$ cat src/rtl/armleocpu_decode.sv
// armleocpu_decode: decode stage between fetch and execute.
// Registers the fetch bundle, classifies the opcode, extracts register
// indices and the sign-extended immediate, and flags illegal encodings.
// Optional statistics counters are built when ARMLEOCPU_DECODE_STATS_EN
// is defined.
module armleocpu_decode #(
    parameter logic [31:0] RESET_PC = 32'h0000_2000
) (
    input  logic        clk,
    input  logic        rst_n,
    input  logic [31:0] f2e_instr,
    input  logic [31:0] f2e_pc,
    input  logic        f2e_exc_start,
    input  logic [31:0] f2e_epc,
    input  logic [31:0] f2e_cause,
    input  logic [1:0]  f2e_exc_privilege,
    output logic        e2f_ready,
    input  logic        x2d_ready,
    input  logic        x2d_kill,
    output logic [4:0]  rf_rs1_addr,
    output logic [4:0]  rf_rs2_addr,
    output logic        d2e_valid,
    output logic [31:0] d2e_instr,
    output logic [31:0] d2e_pc,
    output logic [3:0]  d2e_opclass,
    output logic [4:0]  d2e_rd,
    output logic [4:0]  d2e_rs1,
    output logic [4:0]  d2e_rs2,
    output logic [31:0] d2e_imm,
    output logic        d2e_illegal,
    output logic        d2e_exc_start,
    output logic [31:0] d2e_epc,
    output logic [31:0] d2e_cause,
    output logic [1:0]  d2e_exc_privilege
`ifdef ARMLEOCPU_DECODE_STATS_EN
    ,
    output logic [31:0] stat_decoded,
    output logic [31:0] stat_bubbles,
    output logic [31:0] stat_illegal
`endif
);

    localparam logic [31:0] NOP_INSTR = 32'h0000_0013;

    localparam logic [6:0] OPC_LUI    = 7'b0110111;
    localparam logic [6:0] OPC_AUIPC  = 7'b0010111;
    localparam logic [6:0] OPC_JAL    = 7'b1101111;
    localparam logic [6:0] OPC_JALR   = 7'b1100111;
    localparam logic [6:0] OPC_BRANCH = 7'b1100011;
    localparam logic [6:0] OPC_LOAD   = 7'b0000011;
    localparam logic [6:0] OPC_STORE  = 7'b0100011;
    localparam logic [6:0] OPC_OPIMM  = 7'b0010011;
    localparam logic [6:0] OPC_OP     = 7'b0110011;
    localparam logic [6:0] OPC_FENCE  = 7'b0001111;
    localparam logic [6:0] OPC_SYSTEM = 7'b1110011;

    localparam logic [3:0] OC_BUBBLE  = 4'd0;
    localparam logic [3:0] OC_LUI     = 4'd1;
    localparam logic [3:0] OC_AUIPC   = 4'd2;
    localparam logic [3:0] OC_JAL     = 4'd3;
    localparam logic [3:0] OC_JALR    = 4'd4;
    localparam logic [3:0] OC_BRANCH  = 4'd5;
    localparam logic [3:0] OC_LOAD    = 4'd6;
    localparam logic [3:0] OC_STORE   = 4'd7;
    localparam logic [3:0] OC_OPIMM   = 4'd8;
    localparam logic [3:0] OC_OP      = 4'd9;
    localparam logic [3:0] OC_FENCE   = 4'd10;
    localparam logic [3:0] OC_SYSTEM  = 4'd11;
    localparam logic [3:0] OC_ILLEGAL = 4'd15;

    logic [6:0] opcode;
    logic [2:0] funct3;
    logic [6:0] funct7;

    logic signed [31:0] imm_i;
    logic signed [31:0] imm_s;
    logic signed [31:0] imm_b;
    logic signed [31:0] imm_u;
    logic signed [31:0] imm_j;

    logic [3:0]         dec_opclass;
    logic signed [31:0] dec_imm;
    logic               dec_bad;

    logic               valid_q,     valid_d;
    logic [31:0]        instr_q,     instr_d;
    logic [31:0]        pc_q,        pc_d;
    logic [3:0]         opclass_q,   opclass_d;
    logic [4:0]         rd_q,        rd_d;
    logic [4:0]         rs1_q,       rs1_d;
    logic [4:0]         rs2_q,       rs2_d;
    logic signed [31:0] imm_q,       imm_d;
    logic               illegal_q,   illegal_d;
    logic               exc_start_q, exc_start_d;
    logic [31:0]        epc_q,       epc_d;
    logic [31:0]        cause_q,     cause_d;
    logic [1:0]         priv_q,      priv_d;
    logic               pend_q,      pend_d;
    logic [31:0]        pend_epc_q,  pend_epc_d;
    logic [31:0]        pend_cause_q, pend_cause_d;
    logic [1:0]         pend_priv_q, pend_priv_d;

    assign opcode = f2e_instr[6:0];
    assign funct3 = f2e_instr[14:12];
    assign funct7 = f2e_instr[31:25];

    assign imm_i = $signed({{20{f2e_instr[31]}}, f2e_instr[31:20]});
    assign imm_s = $signed({{20{f2e_instr[31]}}, f2e_instr[31:25], f2e_instr[11:7]});
    assign imm_b = $signed({{19{f2e_instr[31]}}, f2e_instr[31], f2e_instr[7],
                            f2e_instr[30:25], f2e_instr[11:8], 1'b0});
    assign imm_u = $signed({f2e_instr[31:12], 12'h000});
    assign imm_j = $signed({{11{f2e_instr[31]}}, f2e_instr[31], f2e_instr[19:12],
                            f2e_instr[20], f2e_instr[30:21], 1'b0});

    // Fetch stalls exactly when execute stalls; regfile reads track the
    // instruction that will sit in the decode register next cycle.
    assign e2f_ready   = x2d_ready;
    assign rf_rs1_addr = x2d_ready ? f2e_instr[19:15] : instr_q[19:15];
    assign rf_rs2_addr = x2d_ready ? f2e_instr[24:20] : instr_q[24:20];

    // Classify the incoming instruction and select its immediate format.
    always_comb begin
        dec_opclass = OC_ILLEGAL;
        dec_imm     = '0;
        dec_bad     = 1'b0;
        case (opcode)
            OPC_LUI:    begin dec_opclass = OC_LUI;    dec_imm = imm_u; end
            OPC_AUIPC:  begin dec_opclass = OC_AUIPC;  dec_imm = imm_u; end
            OPC_JAL:    begin dec_opclass = OC_JAL;    dec_imm = imm_j; end
            OPC_JALR: begin
                dec_opclass = OC_JALR;
                dec_imm     = imm_i;
                dec_bad     = (funct3 != 3'd0);
            end
            OPC_BRANCH: begin
                dec_opclass = OC_BRANCH;
                dec_imm     = imm_b;
                dec_bad     = (funct3 == 3'd2) || (funct3 == 3'd3);
            end
            OPC_LOAD: begin
                dec_opclass = OC_LOAD;
                dec_imm     = imm_i;
                dec_bad     = (funct3 == 3'd3) || (funct3 == 3'd6) || (funct3 == 3'd7);
            end
            OPC_STORE: begin
                dec_opclass = OC_STORE;
                dec_imm     = imm_s;
                dec_bad     = (funct3 > 3'd2);
            end
            OPC_OPIMM: begin
                dec_opclass = OC_OPIMM;
                dec_imm     = imm_i;
                if (funct3 == 3'd1) begin
                    dec_bad = (funct7 != 7'h00);
                end else if (funct3 == 3'd5) begin
                    dec_bad = (funct7 != 7'h00) && (funct7 != 7'h20);
                end
            end
            OPC_OP: begin
                dec_opclass = OC_OP;
                if ((funct7 != 7'h00) && (funct7 != 7'h20) && (funct7 != 7'h01)) begin
                    dec_bad = 1'b1;
                end else if (funct7 == 7'h20) begin
                    dec_bad = (funct3 != 3'd0) && (funct3 != 3'd5);
                end
            end
            OPC_FENCE:  begin dec_opclass = OC_FENCE; end
            OPC_SYSTEM: begin dec_opclass = OC_SYSTEM; dec_imm = imm_i; end
            default:    begin dec_bad = 1'b1; end
        endcase
        if (dec_bad || (f2e_instr[1:0] != 2'b11) ||
            (f2e_instr == 32'h0000_0000) || (f2e_instr == 32'hffff_ffff)) begin
            dec_opclass = OC_ILLEGAL;
            dec_imm     = '0;
        end
    end

    // Next state of the decode register and the pending-exception slot.
    always_comb begin
        valid_d      = valid_q;
        instr_d      = instr_q;
        pc_d         = pc_q;
        opclass_d    = opclass_q;
        rd_d         = rd_q;
        rs1_d        = rs1_q;
        rs2_d        = rs2_q;
        imm_d        = imm_q;
        illegal_d    = illegal_q;
        exc_start_d  = 1'b0;
        epc_d        = epc_q;
        cause_d      = cause_q;
        priv_d       = priv_q;
        pend_d       = pend_q;
        pend_epc_d   = pend_epc_q;
        pend_cause_d = pend_cause_q;
        pend_priv_d  = pend_priv_q;
        if (x2d_ready) begin
            pc_d = f2e_pc;
            if (x2d_kill || (f2e_instr == NOP_INSTR)) begin
                valid_d   = 1'b0;
                instr_d   = NOP_INSTR;
                opclass_d = OC_BUBBLE;
                rd_d      = '0;
                rs1_d     = '0;
                rs2_d     = '0;
                imm_d     = '0;
                illegal_d = 1'b0;
            end else begin
                valid_d   = 1'b1;
                instr_d   = f2e_instr;
                opclass_d = dec_opclass;
                rd_d      = f2e_instr[11:7];
                rs1_d     = f2e_instr[19:15];
                rs2_d     = f2e_instr[24:20];
                imm_d     = dec_imm;
                illegal_d = (dec_opclass == OC_ILLEGAL);
            end
            // A fresh pulse takes priority over one parked during a stall.
            if (f2e_exc_start) begin
                exc_start_d = 1'b1;
                epc_d       = f2e_epc;
                cause_d     = f2e_cause;
                priv_d      = f2e_exc_privilege;
            end else if (pend_q) begin
                exc_start_d = 1'b1;
                epc_d       = pend_epc_q;
                cause_d     = pend_cause_q;
                priv_d      = pend_priv_q;
            end else begin
                epc_d       = f2e_epc;
                cause_d     = f2e_cause;
                priv_d      = f2e_exc_privilege;
            end
            pend_d = 1'b0;
        end else if (f2e_exc_start) begin
            pend_d       = 1'b1;
            pend_epc_d   = f2e_epc;
            pend_cause_d = f2e_cause;
            pend_priv_d  = f2e_exc_privilege;
        end
    end

    // Decode register state with asynchronous reset to a bubble at RESET_PC.
    always_ff @(posedge clk or negedge rst_n) begin
        if (!rst_n) begin
            valid_q      <= 1'b0;
            instr_q      <= NOP_INSTR;
            pc_q         <= RESET_PC;
            opclass_q    <= OC_BUBBLE;
            rd_q         <= '0;
            rs1_q        <= '0;
            rs2_q        <= '0;
            imm_q        <= '0;
            illegal_q    <= 1'b0;
            exc_start_q  <= 1'b0;
            epc_q        <= '0;
            cause_q      <= '0;
            priv_q       <= '0;
            pend_q       <= 1'b0;
            pend_epc_q   <= '0;
            pend_cause_q <= '0;
            pend_priv_q  <= '0;
        end else begin
            valid_q      <= valid_d;
            instr_q      <= instr_d;
            pc_q         <= pc_d;
            opclass_q    <= opclass_d;
            rd_q         <= rd_d;
            rs1_q        <= rs1_d;
            rs2_q        <= rs2_d;
            imm_q        <= imm_d;
            illegal_q    <= illegal_d;
            exc_start_q  <= exc_start_d;
            epc_q        <= epc_d;
            cause_q      <= cause_d;
            priv_q       <= priv_d;
            pend_q       <= pend_d;
            pend_epc_q   <= pend_epc_d;
            pend_cause_q <= pend_cause_d;
            pend_priv_q  <= pend_priv_d;
        end
    end

    assign d2e_valid         = valid_q;
    assign d2e_instr         = instr_q;
    assign d2e_pc            = pc_q;
    assign d2e_opclass       = opclass_q;
    assign d2e_rd            = rd_q;
    assign d2e_rs1           = rs1_q;
    assign d2e_rs2           = rs2_q;
    assign d2e_imm           = imm_q;
    assign d2e_illegal       = illegal_q;
    assign d2e_exc_start     = exc_start_q;
    assign d2e_epc           = epc_q;
    assign d2e_cause         = cause_q;
    assign d2e_exc_privilege = priv_q;

`ifdef ARMLEOCPU_DECODE_STATS_EN
    logic [31:0] stat_decoded_q;
    logic [31:0] stat_bubbles_q;
    logic [31:0] stat_illegal_q;

    // Count captured instructions, bubbles and illegal encodings.
    always_ff @(posedge clk or negedge rst_n) begin
        if (!rst_n) begin
            stat_decoded_q <= '0;
            stat_bubbles_q <= '0;
            stat_illegal_q <= '0;
        end else if (x2d_ready) begin
            if (valid_d) begin
                stat_decoded_q <= stat_decoded_q + 32'd1;
            end else begin
                stat_bubbles_q <= stat_bubbles_q + 32'd1;
            end
            if (illegal_d) begin
                stat_illegal_q <= stat_illegal_q + 32'd1;
            end
        end
    end

    assign stat_decoded = stat_decoded_q;
    assign stat_bubbles = stat_bubbles_q;
    assign stat_illegal = stat_illegal_q;
`endif

endmodule
$ cat config.mk
export PLATFORM = sky130hd
export DESIGN_NAME = armleocpu_decode
export DESIGN_NICKNAME = d
export VERILOG_FILES = /design/src/rtl/armleocpu_decode.sv
export SDC_FILE = /design/constraint.sdc
export NUM_CORES = 1
export LEC_CHECK = 0
export BUFFER_PORTS_ARGS = -buffer_cell sky130_fd_sc_hd__buf_2
export CAP_MARGIN = 40
export CORE_AREA = 2 2 146 148
export CTS_CLUSTER_DIAMETER = 120
export CTS_CLUSTER_SIZE = 10
export DETAILED_ROUTE_END_ITERATION = 12
export DIE_AREA = 0 0 148 150
export PLACE_DENSITY = 0.88
export SETUP_SLACK_MARGIN = 0.02
export SYNTH_ARGS = -nofsm -noshare
export SYNTH_HDL_FRONTEND = slang
export SYNTH_SLANG_ARGS = --single-unit
export TNS_END_PERCENT = 10
$ cat constraint.sdc
create_clock -name clk -period 2.34 [get_ports clk]
set_input_delay 0.117 -clock clk [delete_from_list [all_inputs] [get_ports clk]]
set_output_delay 0.117 -clock clk [all_outputs]
set_load 0.02 [all_outputs]
* After elaboration in Yosys (flattened, before gate mapping)
Index checks and enable logic that the tools add are counted.
Operators by class: order comparisons 1, equality and inequality tests 25, multiplexer cells 30, bitwise logic cells 1, reductions and logical operators 18
Operators by type and width (count):
- two-way mux 32 bit | 7
- case mux 32 bit (5 select lines) | 1
- case mux 4 bit (11 select lines) | 1
- == test 32 bit, second input constant | 1
- == test 32 x 5 -> 1 bit, second input constant | 1
- logical NOT 32 bit | 1
- == test 7 x 6 -> 1 bit, second input constant | 4
- == test 7 bit, second input constant | 4
- two-way mux 5 bit | 5
- == test 7 x 5 -> 1 bit, second input constant | 2
- two-way mux 1 bit | 11
- == test 3 bit, second input constant | 3
- two-way mux 4 bit | 2
- == test 7 x 2 -> 1 bit, second input constant | 1
- == test 7 x 4 -> 1 bit, second input constant | 1
- logical OR 1 bit | 7
- inequality test 7 x 1 -> 1 bit, second input constant | 1
- inequality test 7 x 6 -> 1 bit, second input constant | 1
- case mux 1 bit (7 select lines) | 1
- nonzero test 7 bit | 1
- == test 3 x 2 -> 1 bit, second input constant | 2
- OR reduction 5 bit | 1
- == test 4 bit, second input constant | 1
- two-way mux 2 bit | 2
- 11 further kinds | 13
Word-level totals: register bits after elaboration 251, word-level logic and storage cells 92

* Longest topological paths before layout
Gate-level depths: netlist (run 1).
depth after elaboration 11, depth in mapped cells 8, mapped depth without buffers 5

* Worst setup path after synthesis (run 1)
OpenSTA, ideal clock, no wires.
path type input-to-reg, start input port f2e_instr[2], end register imm_q[10] (netlist: d2e_imm[10]), setup time 0.122 ns, arrival time 1.714 ns, required time 2.218 ns, slack 0.504 ns, stages on the path 7, path buffers 2, cell sequence buf_2 > nand4bb_4 > or4_1 > o21a_1 > and3_1 > buf_2 > a32o_1
Between the ends: cells in the longest elaborated chain, start to end 8, elaborated cells on any way between the ends 25, classes of those cells 13 x eq/ne; 4 x mux; 8 x reduce/logical
Ends and longest elaborated chain:
- from (decl) | line 11 | input logic [31:0] f2e_instr,
- == test 7 bit (tied with other cells) | line 126 | case (opcode)
- OR reduction 5 bit (no source line)
- case mux 1 bit (7 select lines) | line 126
- logical OR 1 bit (2 in series) | line 171 | if (dec_bad || (f2e_instr[1:0] != 2'b11) ||
- logical OR 1 bit | line 172 | (f2e_instr == 32'h0000_0000) || (f2e_instr == 32'hffff_ffff)) begin
- two-way mux 32 bit | line 171
- two-way mux 32 bit (*) | line 199 | if (x2d_kill || (f2e_instr == NOP_INSTR)) begin
- to (signal assigned) | line 271 | imm_q <= imm_d;
- to (decl) | line 92 | logic signed [31:0] imm_q, imm_d;
Every way passes the cells marked *; elsewhere a longest branch is shown, timed or not. A chain may end at the register's enable or synchronous reset.

* Final worst setup path (run 1)
start input port f2e_instr[27], end register illegal_q (netlist: d2e_illegal)
Between the ends: cells in the longest elaborated chain, start to end 11, elaborated cells on any way between the ends 21, classes of those cells 6 x eq/ne; 7 x mux; 8 x reduce/logical
Ends and longest elaborated chain:
- inequality test 7 x 6 -> 1 bit or nonzero test 7 bit (tied branches) | line 156, 161, 154
- logical AND 1 bit | line 156, 161
- two-way mux 1 bit or logical AND 1 bit (tied branches) | line 155, 161
- two-way mux 1 bit, on equally long branches | line 153, 161
- case mux 1 bit (7 select lines) | line 126
- logical OR 1 bit (2 in series) | line 171
- logical OR 1 bit | line 172
- two-way mux 4 bit | line 171
- == test 4 bit | line 216 | illegal_d = (dec_opclass == OC_ILLEGAL);
- two-way mux 1 bit (*) | line 199
- to (signal assigned) | line 272 | illegal_q <= illegal_d;
- to (decl) | line 93 | logic illegal_q, illegal_d;
Marked as above.

==> flow_results.xml, run 1 <==
<?xml version="1.0" encoding="UTF-8"?>
<metrics>
  <group name="status">
    <metric name="run_status" unit="">complete, no violations</metric>
  </group>
  <group name="clock_network">
    <metric name="clock_tree.root_cell" unit="">clkbuf_16</metric>
    <metric name="cts_max_path_buffers" unit="">3</metric>
    <metric name="clkSlewWorstSetupHoldPaths" unit="ps">60</metric>
    <metric name="clock_sinks" unit="">236</metric>
    <metric name="htree_levels" unit="">1</metric>
    <metric name="clock_tree_from_tritoncts" unit="">yes</metric>
    <metric name="cts-buffers-inserted" unit="">27</metric>
    <metric name="cts_post_setup_buffers_inserted" unit="">0</metric>
    <metric name="clock_latency" unit="ps">520</metric>
  </group>
  <group name="global_route">
    <metric name="largest_net_degree_at_the_start_of_global_routing" unit="">76</metric>
    <metric name="globalRouteOverflowTotal" unit="">0</metric>
    <metric name="antenna_found_initial" unit="">0</metric>
    <metric name="grt_pass1_vias" unit="">8917</metric>
    <metric name="grt_pass1_wl" unit="um">48100</metric>
    <metric name="global_route.usage.total" unit="">0.271</metric>
  </group>
  <group name="sta">
    <metric name="timing_hold_violations_final" unit="">0</metric>
    <metric name="final_period_minus_worst_setup_slack" unit="ps">2060</metric>
    <metric name="setup_violations" unit="">0</metric>
    <metric name="rsz0062_at_grt" unit="">no</metric>
    <metric name="slew_headroom" unit="">0.505</metric>
    <metric name="fin_tns_setup" unit="ps">0</metric>
    <metric name="final.period_utilization" unit="">0.881</metric>
    <metric name="timing_worst_slew_pin_value" unit="ps">734</metric>
    <metric name="highest_clock_frequency_the_design_can_meet" unit="MHz">485</metric>
    <metric name="holdWs" unit="ps">31.2</metric>
    <metric name="fin_skew" unit="ps">9.93</metric>
    <metric name="number_of_pins_exceeding_their_max_slew_limit_in_the_final_report" unit="">0</metric>
  </group>
  <group name="placement">
    <metric name="place.port_buffers" unit="">329</metric>
    <metric name="final_weighted_congestion_of_routability_driven_global_placement" unit="">0.842</metric>
    <metric name="area_post_placement" unit="um^2">12100</metric>
    <metric name="place_hpwl" unit="um">18700</metric>
  </group>
  <group name="floorplanning">
    <metric name="fp.dieH" unit="um">150</metric>
    <metric name="die_x" unit="um">148</metric>
    <metric name="boundaryPins" unit="">330</metric>
    <metric name="initial_core_util" unit="">0.493</metric>
    <metric name="design.core.area" unit="um^2">20700</metric>
    <metric name="fp-row-count" unit="">53</metric>
    <metric name="die_area" unit="um^2">22200</metric>
  </group>
  <group name="worst_hold_path">
    <metric name="hold_path_class" unit="">input port to flop</metric>
  </group>
  <group name="pwr">
    <metric name="worst_vdd_rail_ir_drop" unit="V">0.000635</metric>
    <metric name="p_leak" unit="uW">0.00656</metric>
    <metric name="post-layout-total-power" unit="uW">10400</metric>
    <metric name="powerDensity" unit="nW/um^2">736</metric>
  </group>
  <group name="logic_synthesis">
    <metric name="synthesis.area" unit="um^2">10200</metric>
    <metric name="synth-seq-cells" unit="">236</metric>
    <metric name="ys_async_sr_fraction" unit="">1.00</metric>
    <metric name="synth_edf_count" unit="">0</metric>
    <metric name="post_synth_inst_count" unit="">830</metric>
    <metric name="synth_top_flop_cell" unit="">dfrtp_1</metric>
    <metric name="avg_synthesized_cell_area" unit="um^2">12.3</metric>
    <metric name="ys_warn_count" unit="">0</metric>
    <metric name="ys_types" unit="">58</metric>
    <metric name="syn-num-nets" unit="">965</metric>
    <metric name="synth-seq-area-share" unit="">0.580</metric>
  </group>
  <group name="critical_path">
    <metric name="critical_path.top_delay_family" unit="">simple AND/OR/NAND/NOR gates</metric>
    <metric name="critical_path.slowest_cell" unit="">or4_1</metric>
    <metric name="critical_path.startpoint_type" unit="">input port</metric>
    <metric name="crit_chain" unit="">dlygate4sd3_1 &gt; buf_2 &gt; or4_1 &gt; a2111oi_2 &gt; o21ai_1 &gt; nor3_1 &gt; o2bb2ai_1</metric>
    <metric name="critical_path_required" unit="ps">2730</metric>
    <metric name="critical_path_s_largest_stage_delay" unit="ps">600</metric>
    <metric name="worstPathMaxFanout" unit="">4</metric>
    <metric name="critical_path.endpoint_type" unit="">flop</metric>
    <metric name="critPathKind" unit="">input port to flop</metric>
    <metric name="critPathArrivalTime" unit="ps">2450</metric>
    <metric name="timing.critical_path.buf_inv" unit="">2</metric>
  </group>
  <group name="routing">
    <metric name="route.top_layer_used" unit="">met4</metric>
    <metric name="ant_nets" unit="">0</metric>
    <metric name="met1Wirelength" unit="um">11300</metric>
    <metric name="detail_route.drc_violations" unit="">0</metric>
    <metric name="detail_route.wirelength" unit="um">30800</metric>
    <metric name="detail_route.iter0.violations" unit="">451</metric>
    <metric name="dr.pass1.iters" unit="">5</metric>
    <metric name="dr_wl_met2" unit="um">15700</metric>
    <metric name="viasPerCell" unit="">5.60</metric>
    <metric name="route.detailed.wl_per_inst" unit="um">19.9</metric>
    <metric name="met3_length" unit="um">2340</metric>
    <metric name="num_vias" unit="">8665</metric>
  </group>
  <group name="job">
    <metric name="count_of_max_cap_constraint_violations" unit="">0</metric>
  </group>
  <group name="finish">
    <metric name="fin_area" unit="um^2">14100</metric>
    <metric name="n_antenna_cell" unit="">0</metric>
    <metric name="most_common_library_cell_in_the_layout_ignoring_fill_and_taps" unit="">buf_2</metric>
    <metric name="drive_above_1_share" unit="">0.399</metric>
    <metric name="synthToLayoutAreaGrowth" unit="%">38.7</metric>
    <metric name="final_nets" unit="">1400</metric>
    <metric name="final_cell_mix" unit="">buf_2 (327), dfrtp_1 (232), dlygate4sd3_1 (129)</metric>
  </group>
</metrics>
-- worst paths after layout --
path / slack, ps / depth (start not counted) / endpoint / start
min reg2reg: 490 / 1 / d2e_imm[1] / d2e_imm[1]
max: 280 / 7 / d2e_illegal / f2e_instr[27]
min in group asynchronous: 120 / 2 / d2e_cause[17] / rst_n
min: 30 / 3 / d2e_instr[0] / f2e_instr[0]
max reg2reg: 910 / 4 / d2e_epc[26] / pend_q
max in group asynchronous: 1410 / 3 / d2e_instr[1] / rst_n
-- per-layer routing --
| metal | global-route usage | vias to the layer above |
|---|---|---|
| met5 | 0 | - |
| met4 | 0.119 | 0 |
| met3 | 0.0591 | 107 |
| met2 | 0.476 | 440 |
| met1 | 0.321 | 4263 |
| li1 | - | 3855 |
-- cells in the mapped netlist, types with 4 or more instances --
cell,n,area [um^2]
dfrtp_1,232,5810
mux2_2,108,1220
a21oi_1,92,460
nor2_1,83,312
mux2i_1,66,661
clkbuf_1,48,180
o2bb2ai_1,28,245
a22o_1,27,236
buf_4,16,120
nand2_1,11,41.3
buf_2,8,40.0
a32o_1,7,70.1
nor3_1,7,35.0
a32oi_1,6,52.6
nand2b_1,6,37.5
buf_1,5,18.8
inv_1,5,18.8
o21ai_0,5,25.0
or4_1,5,37.5
dfstp_2,4,105
nand3_1,4,20.0
-- cell families (layout without fill, tap and decap cells) --
| logic type | count (synthesis) | after routing | share of synthesized area |
|---|---|---|---|
| compound gates | 193 | 193 | 0.129 |
| xor+xnor | 3 | 3 | 0.00258 |
| buf+inv | 84 | 525 | 0.0385 |
| flops | 236 | 236 | 0.580 |
| mux | 174 | 174 | 0.184 |
| simple gates | 140 | 140 | 0.0662 |
-- worst min-delay path: cells and delay by family --
kind                   cells  cell delay, ps
AND/OR/NAND/NOR            1             180
buffers and inverters      1             140
AO/OA/AOI/OAI              1             100
-- what timing repair did --
| item | in CTS | in global routing |
|---|---|---|
| hold buffers | 129 | 0 |
| endpoints found under the hold margin | 295 | 0 |
| setup endpoints to repair | 0 | 0 |
| resized for setup | 0 | 0 |
-- flip-flops by register name, indices dropped and copies added (netlist names) --
register           flops
d2e_imm               32
d2e_exc_start          1
d2e_illegal            1
d2e_valid              1
d2e_instr             32
pend_priv_q            2
pend_epc_q            32
pend_cause_q          32
d2e_pc                32
d2e_epc               32
d2e_exc_privilege      2
d2e_cause             32
pend_q                 1
d2e_opclass            4
-- per-stage QoR --
step	worst slack [ps]	utilization	instances
floorplan	504	-	830
global placement	401	0.585	1382
detailed placement	356	0.585	1382
CTS	328	0.683	1546
global route	159	0.683	1546
finish	279	0.683	1546
-- report_power, final --
part | leakage, uW | internal (uW) | switching (uW)
logic | 0.00336 | 837 | 1090
registers | 0.00284 | 4500 | 244
clock network | 0.000358 | 2170 | 1560
total | 0.00656 | 7510 | 2900
-- area by class of cell --
cell class                 instances  area [um^2]
timing repair buffer             484         3210
clock buffer                      33          698
multi-input combinational        510         3910
inverter                           6         22.5
tap                              275          344
fill                            1417         6550
clock inverter                     2         38.8
sequential                       236         5910
Note: power is estimated with default switching activity, not from simulation.
==> inputs of run 2 (changes only) <==
Settings changed: CORE_AREA 2 2 146 148 to 2 2 205 106, DIE_AREA 0 0 148 150 to 0 0 207 108.
==> flow_results.xml, run 2 (synthesized netlist as in run 1, its figures left out) <==
<?xml version="1.0" encoding="UTF-8"?>
<metrics>
  <group name="sta">
    <metric name="final_period_minus_worst_setup_slack" unit="ps">2080</metric>
    <metric name="setup_violations" unit="">0</metric>
    <metric name="timing_hold_violations_final" unit="">0</metric>
    <metric name="number_of_pins_exceeding_their_max_slew_limit_in_the_final_report" unit="">0</metric>
    <metric name="holdWs" unit="ps">19.1</metric>
    <metric name="fin_skew" unit="ps">9.03</metric>
    <metric name="slew_headroom" unit="">0.532</metric>
    <metric name="rsz0062_at_grt" unit="">no</metric>
    <metric name="timing_worst_slew_pin_value" unit="ps">702</metric>
    <metric name="setup_slack" unit="ps">262</metric>
    <metric name="final.period_utilization" unit="">0.888</metric>
    <metric name="highest_clock_frequency_the_design_can_meet" unit="MHz">481</metric>
    <metric name="fin_tns_setup" unit="ps">0</metric>
  </group>
  <group name="critical_path">
    <metric name="worstPathMaxFanout" unit="">20</metric>
    <metric name="reg2reg_setup_slack" unit="ps">770</metric>
    <metric name="r2r-start" unit="">pend_q</metric>
    <metric name="critical_path.endpoint_type" unit="">flop</metric>
    <metric name="critPathKind" unit="">input port to flop</metric>
    <metric name="critical_path.slowest_cell" unit="">or4_1</metric>
    <metric name="endpoint" unit="">d2e_imm[21]</metric>
    <metric name="regToRegEndpoint" unit="">d2e_cause[13]</metric>
    <metric name="critical_path_required" unit="ps">2750</metric>
    <metric name="r2r.worst_path.cells" unit="">4</metric>
    <metric name="critPathMostFrequentCell" unit="">buf_4</metric>
    <metric name="critical_path_s_largest_stage_delay" unit="ps">620</metric>
    <metric name="critPathArrivalTime" unit="ps">2490</metric>
    <metric name="timing.critical_path.from" unit="">f2e_instr[27]</metric>
    <metric name="critical_path.startpoint_type" unit="">input port</metric>
    <metric name="crit_chain" unit="">dlygate4sd3_1 &gt; buf_2 &gt; or4_1 &gt; nor3_1 &gt; a41oi_2 &gt; buf_4 &gt; nand3_1 &gt; buf_4 &gt; o2bb2ai_1</metric>
  </group>
  <group name="finish">
    <metric name="final_nets" unit="">1402</metric>
    <metric name="drive_above_1_share" unit="">0.398</metric>
    <metric name="fin_cells" unit="">1548</metric>
    <metric name="most_common_library_cell_in_the_layout_ignoring_fill_and_taps" unit="">buf_2</metric>
    <metric name="synthToLayoutAreaGrowth" unit="%">38.7</metric>
    <metric name="final_cell_mix" unit="">buf_2 (327), dfrtp_1 (232), dlygate4sd3_1 (130)</metric>
  </group>
  <group name="routing">
    <metric name="route.detailed.wl_per_inst" unit="um">19.7</metric>
    <metric name="detail_route.wirelength" unit="um">30400</metric>
    <metric name="viasPerCell" unit="">5.56</metric>
    <metric name="ant_nets" unit="">0</metric>
    <metric name="detail_route.iter0.violations" unit="">603</metric>
    <metric name="num_vias" unit="">8600</metric>
    <metric name="dr.pass1.iters" unit="">5</metric>
    <metric name="detail_route.drc_violations" unit="">0</metric>
  </group>
  <group name="clock_network">
    <metric name="cts_post_setup_buffers_inserted" unit="">0</metric>
    <metric name="clock_tree.root_cell" unit="">clkbuf_16</metric>
    <metric name="cts_max_path_buffers" unit="">3</metric>
    <metric name="clock_sinks" unit="">236</metric>
    <metric name="htree_levels" unit="">1</metric>
    <metric name="cts-buffers-inserted" unit="">27</metric>
    <metric name="clock_latency" unit="ps">530</metric>
    <metric name="clkSlewWorstSetupHoldPaths" unit="ps">60</metric>
    <metric name="clock_tree_from_tritoncts" unit="">yes</metric>
  </group>
  <group name="placement">
    <metric name="place_inst" unit="">1381</metric>
    <metric name="place.port_buffers" unit="">329</metric>
    <metric name="post-place-ws" unit="ps">316</metric>
    <metric name="final_weighted_congestion_of_routability_driven_global_placement" unit="">0.894</metric>
    <metric name="place_hpwl" unit="um">19300</metric>
  </group>
  <group name="global_route">
    <metric name="largest_net_degree_at_the_start_of_global_routing" unit="">126</metric>
    <metric name="antenna_found_initial" unit="">0</metric>
    <metric name="globalRouteOverflowTotal" unit="">0</metric>
    <metric name="grt_pass1_vias" unit="">9067</metric>
    <metric name="grt_pass1_wl" unit="um">48300</metric>
    <metric name="global_route.usage.total" unit="">0.268</metric>
  </group>
  <group name="pwr">
    <metric name="powerDensity" unit="nW/um^2">738</metric>
    <metric name="post-layout-total-power" unit="uW">10400</metric>
    <metric name="p_leak" unit="uW">0.00656</metric>
    <metric name="worst_vdd_rail_ir_drop" unit="V">0.000514</metric>
  </group>
  <group name="status">
    <metric name="run_status" unit="">complete, no violations</metric>
  </group>
  <group name="floorplanning">
    <metric name="design.core.area" unit="um^2">20400</metric>
    <metric name="initial_core_util" unit="">0.500</metric>
    <metric name="fp-row-count" unit="">37</metric>
    <metric name="die_x" unit="um">207</metric>
    <metric name="fp.dieH" unit="um">108</metric>
    <metric name="boundaryPins" unit="">330</metric>
    <metric name="die_area" unit="um^2">22400</metric>
  </group>
  <group name="worst_hold_path">
    <metric name="hold_path.startpoint" unit="">f2e_instr[4]</metric>
    <metric name="hold_path_class" unit="">input port to flop</metric>
  </group>
  <group name="job">
    <metric name="count_of_max_cap_constraint_violations" unit="">0</metric>
  </group>
</metrics>
## run 2: stage by stage
stage / area [um^2] / util
floorplan: 10200 / -
global placement: 12100 / 0.594
detailed placement: 12100 / 0.594
CTS: 14100 / 0.694
global route: 14100 / 0.694
finish: 14100 / 0.694
## run 2: layout make-up
| class | count | area [um^2] |
|---|---|---|
| clock inverter | 2 | 38.8 |
| antenna | 1 | 2.50 |
| tap | 273 | 342 |
| fill | 1416 | 6230 |
| clock buffer | 34 | 702 |
| sequential | 236 | 5910 |
| timing repair buffer | 486 | 3220 |
| inverter | 6 | 22.5 |
| multi-input combinational | 510 | 3910 |
## run 2: critical path: cells and delay by family
kind            cells  cell delay, ps
compound gates      2             280
buf+inv             4            1130
simple gates        3             950
## run 2: power breakdown
group          switching [uW]  total [uW]  internal (uW)  leakage [uW]
Clock                    1590        3770           2180      0.000360
Sequential                244        4740           4500       0.00284
Combinational            1080        1920            836       0.00336
## run 2: what timing repair did
item                      CTS  global route
hold endpoints to repair  308             0
resized for setup           0             0
hold buffers              130             0
## run 2: worst min path at each step
stage	to	slack, ps	depth (start not counted)
after floorplan	d2e_cause[0]	-180	0
after global placement	d2e_pc[18]	160	1
after detailed placement	d2e_pc[18]	170	1
after CTS	d2e_instr[4]	0.5	3
after global routing	d2e_instr[4]	40	3
final	d2e_instr[4]	20	3
## run 2: metal layers
metal | global-route usage | part of all wire
met1 | 0.317 | 0.38
met2 | 0.489 | 0.53
met3 | 0.0508 | 0.055
met4 | 0.112 | 0.040
met5 | 0 | 0
